### src/rtl/fpu_pkg.sv
// Shared FP32 definitions for the FPU datapath (divider and multiplier).
// Provides the FP32 field widths, exponent bias and limits, the canonical
// NaN encodings, the divider FSM state type and a packed FP32 struct.
package fpu_pkg;

    localparam int EXP_W  = 8;
    localparam int FRAC_W = 23;
    localparam int MANT_W = FRAC_W + 1;   // mantissa including hidden one

    localparam int                BIAS     = 127;
    localparam logic [EXP_W-1:0]  EXP_MAX  = 8'hFF;
    localparam logic [31:0]       QNAN     = 32'h7FC0_0000;
    localparam logic [31:0]       QNAN_NEG = 32'hFFC0_0000;

    typedef enum logic [1:0] {
        IDLE,
        DIV,
        NORM,
        DONE
    } state_e;

    typedef struct packed {
        logic              sign;
        logic [EXP_W-1:0]  exp;
        logic [FRAC_W-1:0] frac;
    } fp32_t;

    // Signed infinity / signed zero builders.
    function automatic fp32_t fp_inf(input logic s);
        return '{sign: s, exp: EXP_MAX, frac: '0};
    endfunction

    function automatic fp32_t fp_zero(input logic s);
        return '{sign: s, exp: '0, frac: '0};
    endfunction

endpackage

### src/rtl/fpu_classify.sv
// Combinational FP32 operand classifier.
// Ports:
//   x_i       FP32 operand
//   is_nan_o  exponent all ones, fraction nonzero
//   is_inf_o  exponent all ones, fraction zero
//   is_zero_o exponent zero (denormals are flushed and count as zero)
//   is_norm_o ordinary normal number
module fpu_classify
    import fpu_pkg::*;
(
    input  logic [31:0] x_i,
    output logic        is_nan_o,
    output logic        is_inf_o,
    output logic        is_zero_o,
    output logic        is_norm_o
);

    fp32_t f;
    logic  exp_max, exp_zero, frac_zero;

    assign f         = fp32_t'(x_i);
    assign exp_max   = (f.exp == EXP_MAX);
    assign exp_zero  = (f.exp == '0);
    assign frac_zero = (f.frac == '0);

    assign is_nan_o  = exp_max & ~frac_zero;
    assign is_inf_o  = exp_max & frac_zero;
    assign is_zero_o = exp_zero;
    assign is_norm_o = ~exp_max & ~exp_zero;

endmodule

### src/rtl/fpu_divider.sv
// Sequential FP32 divider: op = a / b, radix-2 restoring mantissa division,
// one quotient bit per cycle, truncating rounding, denormals flushed to zero.
// Ports:
//   clk, rst              clock, synchronous active-high reset
//   in_valid / in_ready   operand handshake (ready only when idle)
//   a, b                  dividend / divisor, FP32
//   out_valid / out_ready result handshake (result held until taken)
//   op                    quotient, FP32, stable while out_valid
module fpu_divider
    import fpu_pkg::*;
(
    input  logic        clk,
    input  logic        rst,
    input  logic        in_valid,
    output logic        in_ready,
    input  logic [31:0] a,
    input  logic [31:0] b,
    output logic        out_valid,
    input  logic        out_ready,
    output logic [31:0] op
);

    // ---------------------------------------------------------------
    // Operand classification (on the live inputs, used at capture)
    // ---------------------------------------------------------------
    fp32_t fa, fb;
    logic  a_nan, a_inf, a_zero, a_norm;
    logic  b_nan, b_inf, b_zero, b_norm;

    assign fa = fp32_t'(a);
    assign fb = fp32_t'(b);

    fpu_classify u_cls_a (
        .x_i      (a),
        .is_nan_o (a_nan),
        .is_inf_o (a_inf),
        .is_zero_o(a_zero),
        .is_norm_o(a_norm)
    );

    fpu_classify u_cls_b (
        .x_i      (b),
        .is_nan_o (b_nan),
        .is_inf_o (b_inf),
        .is_zero_o(b_zero),
        .is_norm_o(b_norm)
    );

    logic  sign_in;
    logic  special_in;
    fp32_t special_res;

    assign sign_in    = fa.sign ^ fb.sign;
    assign special_in = ~(a_norm & b_norm);

    // Priority chain for non-normal operand pairs.
    always_comb begin
        special_res = fp_zero(sign_in);
        if (a_nan | b_nan)
            special_res = fp32_t'(QNAN);
        else if ((a_zero & b_zero) | (a_inf & b_inf))
            special_res = fp32_t'(QNAN_NEG);
        else if (a_inf)
            special_res = fp_inf(sign_in);
        else if (b_zero)
            special_res = fp_inf(sign_in);
        else
            special_res = fp_zero(sign_in);
    end

    // ---------------------------------------------------------------
    // Registered state
    // ---------------------------------------------------------------
    state_e              state_q;
    logic                sign_q;
    logic [EXP_W-1:0]    ea_q, eb_q;
    logic [MANT_W-1:0]   mb_q;
    logic [MANT_W:0]     rem_q, rem_d;
    logic [MANT_W:0]     q_q, q_d;
    logic [4:0]          count_q;
    logic [31:0]         op_q;
    logic                out_valid_q;
    logic                in_ready_q;

    // ---------------------------------------------------------------
    // One restoring-division step
    // ---------------------------------------------------------------
    logic            rem_ge;
    logic [MANT_W:0] rem_sub;

    always_comb begin
        rem_ge  = (rem_q >= {1'b0, mb_q});
        rem_sub = rem_ge ? (rem_q - {1'b0, mb_q}) : rem_q;
        // rem_sub < mb after a restore step, so the top bit is always zero.
        rem_d   = {rem_sub[MANT_W-1:0], 1'b0};
        q_d     = {q_q[MANT_W-1:0], rem_ge};
    end

    // ---------------------------------------------------------------
    // Normalisation and exponent range check
    // ---------------------------------------------------------------
    logic              adj;
    logic [FRAC_W-1:0] frac_n;
    logic signed [9:0] e_n;
    fp32_t             norm_res;

    always_comb begin
        // Quotient of two [1,2) mantissas lies in (0.5,2); q[24] is the 2^0 bit.
        adj    = ~q_q[MANT_W];
        frac_n = q_q[MANT_W] ? q_q[MANT_W-1:1] : q_q[FRAC_W-1:0];
        // 10-bit wraparound arithmetic, read back as signed.
        e_n    = $signed({2'b00, ea_q} - {2'b00, eb_q} + 10'(BIAS) - {9'd0, adj});
        if (e_n >= 10'sd255)
            norm_res = fp_inf(sign_q);
        else if (e_n <= 10'sd0)
            norm_res = fp_zero(sign_q);
        else
            norm_res = '{sign: sign_q, exp: e_n[EXP_W-1:0], frac: frac_n};
    end

    // ---------------------------------------------------------------
    // Control FSM
    // ---------------------------------------------------------------
    always_ff @(posedge clk) begin
        if (rst) begin
            state_q     <= IDLE;
            sign_q      <= 1'b0;
            ea_q        <= '0;
            eb_q        <= '0;
            mb_q        <= '0;
            rem_q       <= '0;
            q_q         <= '0;
            count_q     <= '0;
            op_q        <= '0;
            out_valid_q <= 1'b0;
            in_ready_q  <= 1'b1;
        end else begin
            case (state_q)
                IDLE: begin
                    if (in_valid) begin
                        in_ready_q <= 1'b0;
                        sign_q     <= sign_in;
                        ea_q       <= fa.exp;
                        eb_q       <= fb.exp;
                        mb_q       <= {1'b1, fb.frac};
                        rem_q      <= {2'b01, fa.frac};
                        q_q        <= '0;
                        count_q    <= '0;
                        if (special_in) begin
                            op_q        <= special_res;
                            out_valid_q <= 1'b1;
                            state_q     <= DONE;
                        end else begin
                            state_q     <= DIV;
                        end
                    end
                end
                DIV: begin
                    rem_q   <= rem_d;
                    q_q     <= q_d;
                    count_q <= count_q + 5'd1;
                    if (count_q == 5'd24)
                        state_q <= NORM;
                end
                NORM: begin
                    op_q        <= norm_res;
                    out_valid_q <= 1'b1;
                    state_q     <= DONE;
                end
                DONE: begin
                    if (out_ready) begin
                        out_valid_q <= 1'b0;
                        in_ready_q  <= 1'b1;
                        state_q     <= IDLE;
                    end
                end
                default: state_q <= IDLE;
            endcase
        end
    end

    assign in_ready  = in_ready_q;
    assign out_valid = out_valid_q;
    assign op        = op_q;

endmodule

### config.mk
export PLATFORM = sky130hd
export DESIGN_NAME = fpu_divider
export DESIGN_NICKNAME = d
export VERILOG_FILES = /design/src/rtl/fpu_pkg.sv /design/src/rtl/fpu_classify.sv /design/src/rtl/fpu_divider.sv
export SDC_FILE = /design/constraint.sdc
export NUM_CORES = 1
export LEC_CHECK = 0
export ABC_AREA = 0
export BUFFER_PORTS_ARGS = -buffer_cell sky130_fd_sc_hd__buf_2
export CELL_PAD_IN_SITES_DETAIL_PLACEMENT = 1
export CELL_PAD_IN_SITES_GLOBAL_PLACEMENT = 2
export CORE_MARGIN = 2
export CORE_UTILIZATION = 34
export CTS_CLUSTER_DIAMETER = 120
export DETAILED_ROUTE_END_ITERATION = 10
export GPL_TIMING_DRIVEN = 0
export PLACE_DENSITY = 0.86
export SLEW_MARGIN = 20
export SYNTH_ARGS = -nofsm -noshare
export SYNTH_HDL_FRONTEND = slang
export SYNTH_SLANG_ARGS = --single-unit
### constraint.sdc
create_clock -name clk -period 3.8 [get_ports clk]
set_input_delay 0.19 -clock clk [delete_from_list [all_inputs] [get_ports clk]]
set_output_delay 0.19 -clock clk [all_outputs]
set_load 0.1 [all_outputs]
# Word-level counts from Yosys, hierarchy flattened
# Cells that the tools add are included.
# totals
reg_bits	132
inputBits	68
out_inout_bits	34
elab_cells	92
# classes
addsub	5
bitwise_logic	19
n_lt_le_gt_ge	3
n_eq_ne	10
mux	29
n_reduce_logical	15
# ops
operator	n
2-to-1 mux 32 bit	4
2-to-1 mux 31 bit	4
one-hot mux 25 bit (2 select lines)	2
one-hot mux 32 bit (2 select lines)	1
2-to-1 mux 25 bit	2
logical NOT 23 bit	2
>= comparator 25 x 24 -> 1 bit	1
2-to-1 mux 24 bit	1
subtractor 24 bit	1
2-to-1 mux 23 bit	1
== test 8 bit, second input constant	2
logical NOT 8 bit	2
adder 9 x 8 -> 10 bit, second input constant	1
>= comparator 10 x 9 -> 1 bit, second input constant	1
<= comparator 10 x 1 -> 1 bit, second input constant	1
one-hot mux 5 bit (2 select lines)	1
subtractor 10 x 1 -> 10 bit	1
AND 1 bit	9
AND reduction 3 bit	3
subtractor 8 x 8 -> 9 bit	1
2-to-1 mux 2 bit	4
inequality test 2 bit, second input constant	4
one-hot mux 2 bit (4 select lines)	1
NOT 1 bit	7
other kinds (15)	24

# Longest topological paths before layout
# depth
word_depth	9
ltp_mapped	18
depth_no_buf	17

# Modules after synthesis
# A second synthesis with hierarchy kept.
# unflattened
cells_unflattened	921
hier_area_um2	7638.6
# modules_own_cells
mod	n_inst	seq_area_each_um2	area_each_um2	cells_each
fpu_divider	1	2642.5	7393.3	887
fpu_classify	2	0.0	122.6	17

# Least setup slack after synthesis
# No wires, ideal clock.
# synth_timing
kind	register to register
startpoint	reg eb_q[2]
endpoint	reg op_q[29], in the netlist op[29]
setup_time_ns	0.091
path_buffers	1
synth_period_minus_slack_ns	3.548
path_stages_with_launch	18
slack_ns	0.252
arrival_time_ns	3.457
required_time_ns	3.709
path_cell_list	dfxtp_1 inv_1 ha_1 nor2_2 a21o_4 xnor2_4 inv_2 ha_1 a21oi_1 and2_1 clkbuf_1 a21oi_1 o211a_1 a22oi_4 nand4_2 or3_4 and2_4 a311oi_1
# synth_via
elab_chain_cells	7
elab_cells_between_ends	8
cone_classes	add/sub (3); order compare (2); mux (3)
# synth_rtl
item	line_no	rtl
start, declared	fpu_divider.sv:76	logic [EXP_W-1:0] ea_q, eb_q;
start signal, assigned	fpu_divider.sv:144	eb_q <= fb.exp;
subtractor 8 x 8 -> 9 bit (*)	fpu_divider.sv:112	e_n = $signed({2'b00, ea_q} - {2'b00, eb_q} + 10'(BIAS) - {9'd0, adj});
adder 9 x 8 -> 10 bit (*)	fpu_divider.sv:112	
subtractor 10 x 1 -> 10 bit (*)	fpu_divider.sv:112	
<= comparator 10 x 1 -> 1 bit	fpu_divider.sv:115	else if (e_n <= 10'sd0)
2-to-1 mux 31 bit	fpu_divider.sv:115	
2-to-1 mux 31 bit (*)	fpu_divider.sv:113	if (e_n >= 10'sd255)
one-hot mux 32 bit (2 select lines) (*)	fpu_divider.sv:138	case (state_q)
end signal, assigned	fpu_divider.sv:150	op_q <= special_res;
end signal, assigned	fpu_divider.sv:166	op_q <= norm_res;
end, declared	fpu_divider.sv:81	logic [31:0] op_q;
# Every way passes the cells marked *; elsewhere a longest branch is shown, timed or not.
# A chain may end at the register's enable or synchronous reset.

# Worst setup path in the final report
# layout_timing
startpoint	reg ea_q[0]
endpoint	reg op_q[30], in the netlist op[30]
# layout_via
elab_chain_cells	7
elab_cells_between_ends	8
cone_classes	add/sub (3); order compare (2); mux (3)
# layout_rtl
item	line_no	rtl
start, declared	fpu_divider.sv:76	
start signal, assigned	fpu_divider.sv:143	ea_q <= fa.exp;
subtractor 8 x 8 -> 9 bit (*)	fpu_divider.sv:112	
adder 9 x 8 -> 10 bit (*)	fpu_divider.sv:112	
subtractor 10 x 1 -> 10 bit (*)	fpu_divider.sv:112	
<= comparator 10 x 1 -> 1 bit	fpu_divider.sv:115	
2-to-1 mux 31 bit	fpu_divider.sv:115	
2-to-1 mux 31 bit (*)	fpu_divider.sv:113	
one-hot mux 32 bit (2 select lines) (*)	fpu_divider.sv:138	
# Marked as above.

==> results_dict.tcl <==
set metrics [dict create \
    drc 0 \
    cts_tree "built" \
    slew_headroom 0.463 \
    wl_um 25800 \
    grt_pass1_wl_um 41300 \
    fin_skew_ps 9.98 \
    timing.final.hold_violations 0 \
    critPathKind "reg2reg" \
    areaGrowthSynthToFinish_pct 25.1 \
    cp-end-kind "flip-flop" \
    yosysWarnings 0 \
    ys_seq_area_frac 0.337 \
    min_path_type "in2reg" \
    vdd_ir_drop_max_uv 531 \
    crit_path_max_fanout 5 \
    gr-usage-met3 0.0378 \
    htree_levels 4 \
    ios 102 \
    fin_crit_ps 3690 \
    port_buffers 100 \
    die_h_um 156 \
    die_w_um 156 \
    fin_cells 1437 \
    syn-num-nets 1108 \
    p_leak_uw 0.00382 \
    async_reset_ff_frac 0 \
    worstPathArrival_ps 4020 \
    maxCapViolCount 0 \
    fmax_mhz 271 \
    dp_hpwl_um 19000 \
    met1_usage 0.280 \
    cp.required_ps 4130 \
    grt_pass1_vias 8002 \
    start_util 0.346 \
    grt_max_degree 17 \
    first_pass_iters 5 \
    synth_edf_count 0 \
    dp.cells 1378 \
    vias 7743 \
    setup_violations 0 \
    final_nets 1254 \
    start_kind "flip-flop" \
    total_power_uw 10400 \
    mostFrequentLayoutCell "nand2_1" \
    cts_root_buffer "clkbuf_16" \
    ys_ff_latch 132 \
    fin_crit_sh 0.971 \
    top_usage_layer "met2" \
    drive_above_1_share 0.195 \
    netlist_instances 993 \
    grt_overflow 0 \
    syn-cell-area_um2 7840 \
    n_antenna_cell 0 \
    wl_per_cell_um 17.9 \
    status "complete, no violations" \
    synthDistinctLibCells 80 \
    slew_violations 0 \
    first_iter_violations 373 \
    met2_usage 0.362 \
    place_congestion 0.853 \
    rows 55 \
    avgViaCountPerCell 5.39 \
    layout_common_cells "150 x nand2_1, 131 x dfxtp_1, 104 x buf_2" \
    ys.flop_type "dfxtp_1" \
    grt_usage 0.214 \
    worst_skew_pair.late_latency_ps 430 \
    dieArea_um2 24300 \
    cts_buffers 17 \
    syn_avg_cell_area_um2 7.89 \
    cts_max_path_buffers 2 \
    core_area_um2 22600 \
    worst_pin_slew_ps 802 \
    antenna_found_initial 0 \
    p_per_area_nw_per_um2 1060 \
    whs_ps 19.8 \
    cts_sinks 132 \
    antenna_left 0 \
    clkSlewWorstSetupHoldPaths_ps 70 \
]
[per-layer routing]
layer  routed length, µm  vias up  part of all wire
met5                   0        -                 0
met4                 457        0             0.018
met3                 964       39             0.037
met2               12200      165              0.47
met1               12100     3712              0.47
li1                    -     3827                 -
[area by class of cell]
cell class | instances | area (µm²)
plain buffers | 52 | 226
clock buffers | 18 | 439
clock inverters | 14 | 185
fillers | 2772 | 12800
inverters | 64 | 240
multi-input cells | 744 | 4970
flip-flops and latches | 132 | 2640
well taps | 285 | 357
repair buffers | 128 | 743
[sequential cells by signal, summed over array words and instances, names as in the netlist, 2 cells and up]
register  count
count_q       5
ea_q          8
eb_q          8
mb_q         24
op           32
q_q          25
rem_q        25
state_q       2
[synthesized netlist by cell type (3+ instances only)]
| master | instances | area [µm²] |
|---|---|---|
| nand2_1 | 151 | 567 |
| dfxtp_1 | 132 | 2640 |
| a21oi_1 | 83 | 415 |
| nor2_1 | 81 | 304 |
| inv_1 | 62 | 233 |
| ha_1 | 44 | 551 |
| o21ai_0 | 44 | 220 |
| clkbuf_1 | 40 | 150 |
| a22oi_1 | 30 | 225 |
| mux2i_1 | 24 | 240 |
| o21ai_1 | 23 | 115 |
| nor4_1 | 17 | 106 |
| xnor2_1 | 16 | 140 |
| nand3_1 | 14 | 70.1 |
| a222oi_1 | 13 | 130 |
| nor3_1 | 13 | 65.1 |
| a21o_1 | 12 | 90.1 |
| a31oi_1 | 12 | 75.1 |
| nand4_1 | 11 | 68.8 |
| or3_1 | 11 | 68.8 |
| xor2_1 | 10 | 87.6 |
| and2_1 | 9 | 56.3 |
| a211oi_1 | 8 | 60.1 |
| and3_1 | 8 | 50.1 |
| or2_2 | 8 | 50.1 |
| a311oi_1 | 6 | 52.6 |
| buf_2 | 6 | 30.0 |
| nand2b_1 | 6 | 37.5 |
| o211ai_1 | 6 | 45.0 |
| o31ai_1 | 6 | 45.0 |
| buf_1 | 5 | 18.8 |
| nor2_2 | 5 | 31.3 |
| nor3b_1 | 5 | 37.5 |
| a21oi_2 | 4 | 35.0 |
| nor2b_1 | 4 | 25.0 |
| a221oi_2 | 3 | 45.0 |
| and4_1 | 3 | 26.3 |
| fa_1 | 3 | 60.1 |
| o221ai_1 | 3 | 26.3 |
[timing repair]
action,in CTS,in global routing
resized for setup,19,26
pin swaps,0,20
hold buffers,13,0
buffers inserted,0,15
endpoints found under the hold margin,13,0
setup endpoints to repair,31,31
[kinds of logic after synthesis]
logic type               synth area share
adder cells (fa/ha/maj)            0.0779
AO/OA/AOI/OAI                       0.241
buffers and inverters              0.0584
multiplexers                       0.0335
flip-flops                          0.337
AND/OR/NAND/NOR                     0.218
XOR/XNOR                           0.0346
[where the power goes]
part | switching, µW | internal [µW] | total (µW)
registers | 192 | 1640 | 1830
clock network | 717 | 1070 | 1790
logic | 4210 | 2610 | 6820
total | 5120 | 5320 | 10400
[final timing paths]
kind	startpoint	endpoint	slack, ps	cells after the start
hold / removal	a[27]	ea_q[4]$_SDFFE_PP0P_	20	3
setup reg to reg	ea_q[0]$_SDFFE_PP0P_	op[30]$_SDFFE_PP0P_	110	17
setup / recovery	ea_q[0]$_SDFFE_PP0P_	op[30]$_SDFFE_PP0P_	110	17
hold reg to reg	op[10]$_SDFFE_PP0P_	op[10]$_SDFFE_PP0P_	450	2
[stage by stage]
| stage | setup WS, ps | utilization | area [µm²] | setup TNS, ps |
|---|---|---|---|---|
| 2_1_floorplan | 252 | - | 7840 | 0 |
| 3_3_place_gp | -263 | 0.384 | 8690 | -6190 |
| 3_5_place_dp | -327 | 0.384 | 8690 | -7920 |
| 4_1_cts | 12.1 | 0.421 | 9530 | 0 |
| 5_1_grt | -144 | 0.433 | 9800 | -2800 |
| 6_report | 111 | 0.433 | 9800 | 0 |
[critical path, stage by stage, from the launching register on]
cell,delay (ps)
dfxtp_1,310
inv_1,60
ha_2,170
inv_1,60
fa_2,440
a21oi_2,150
nand4b_1,150
nand3b_1,130
xor2_2,220
inv_1,100
ha_4,300
nand2_1,90
nor4b_4,280
or3_4,190
o211ai_4,110
or3_4,380
and2_4,180
a311oi_1,270
No activity file was read; power rests on OpenSTA's default activity.
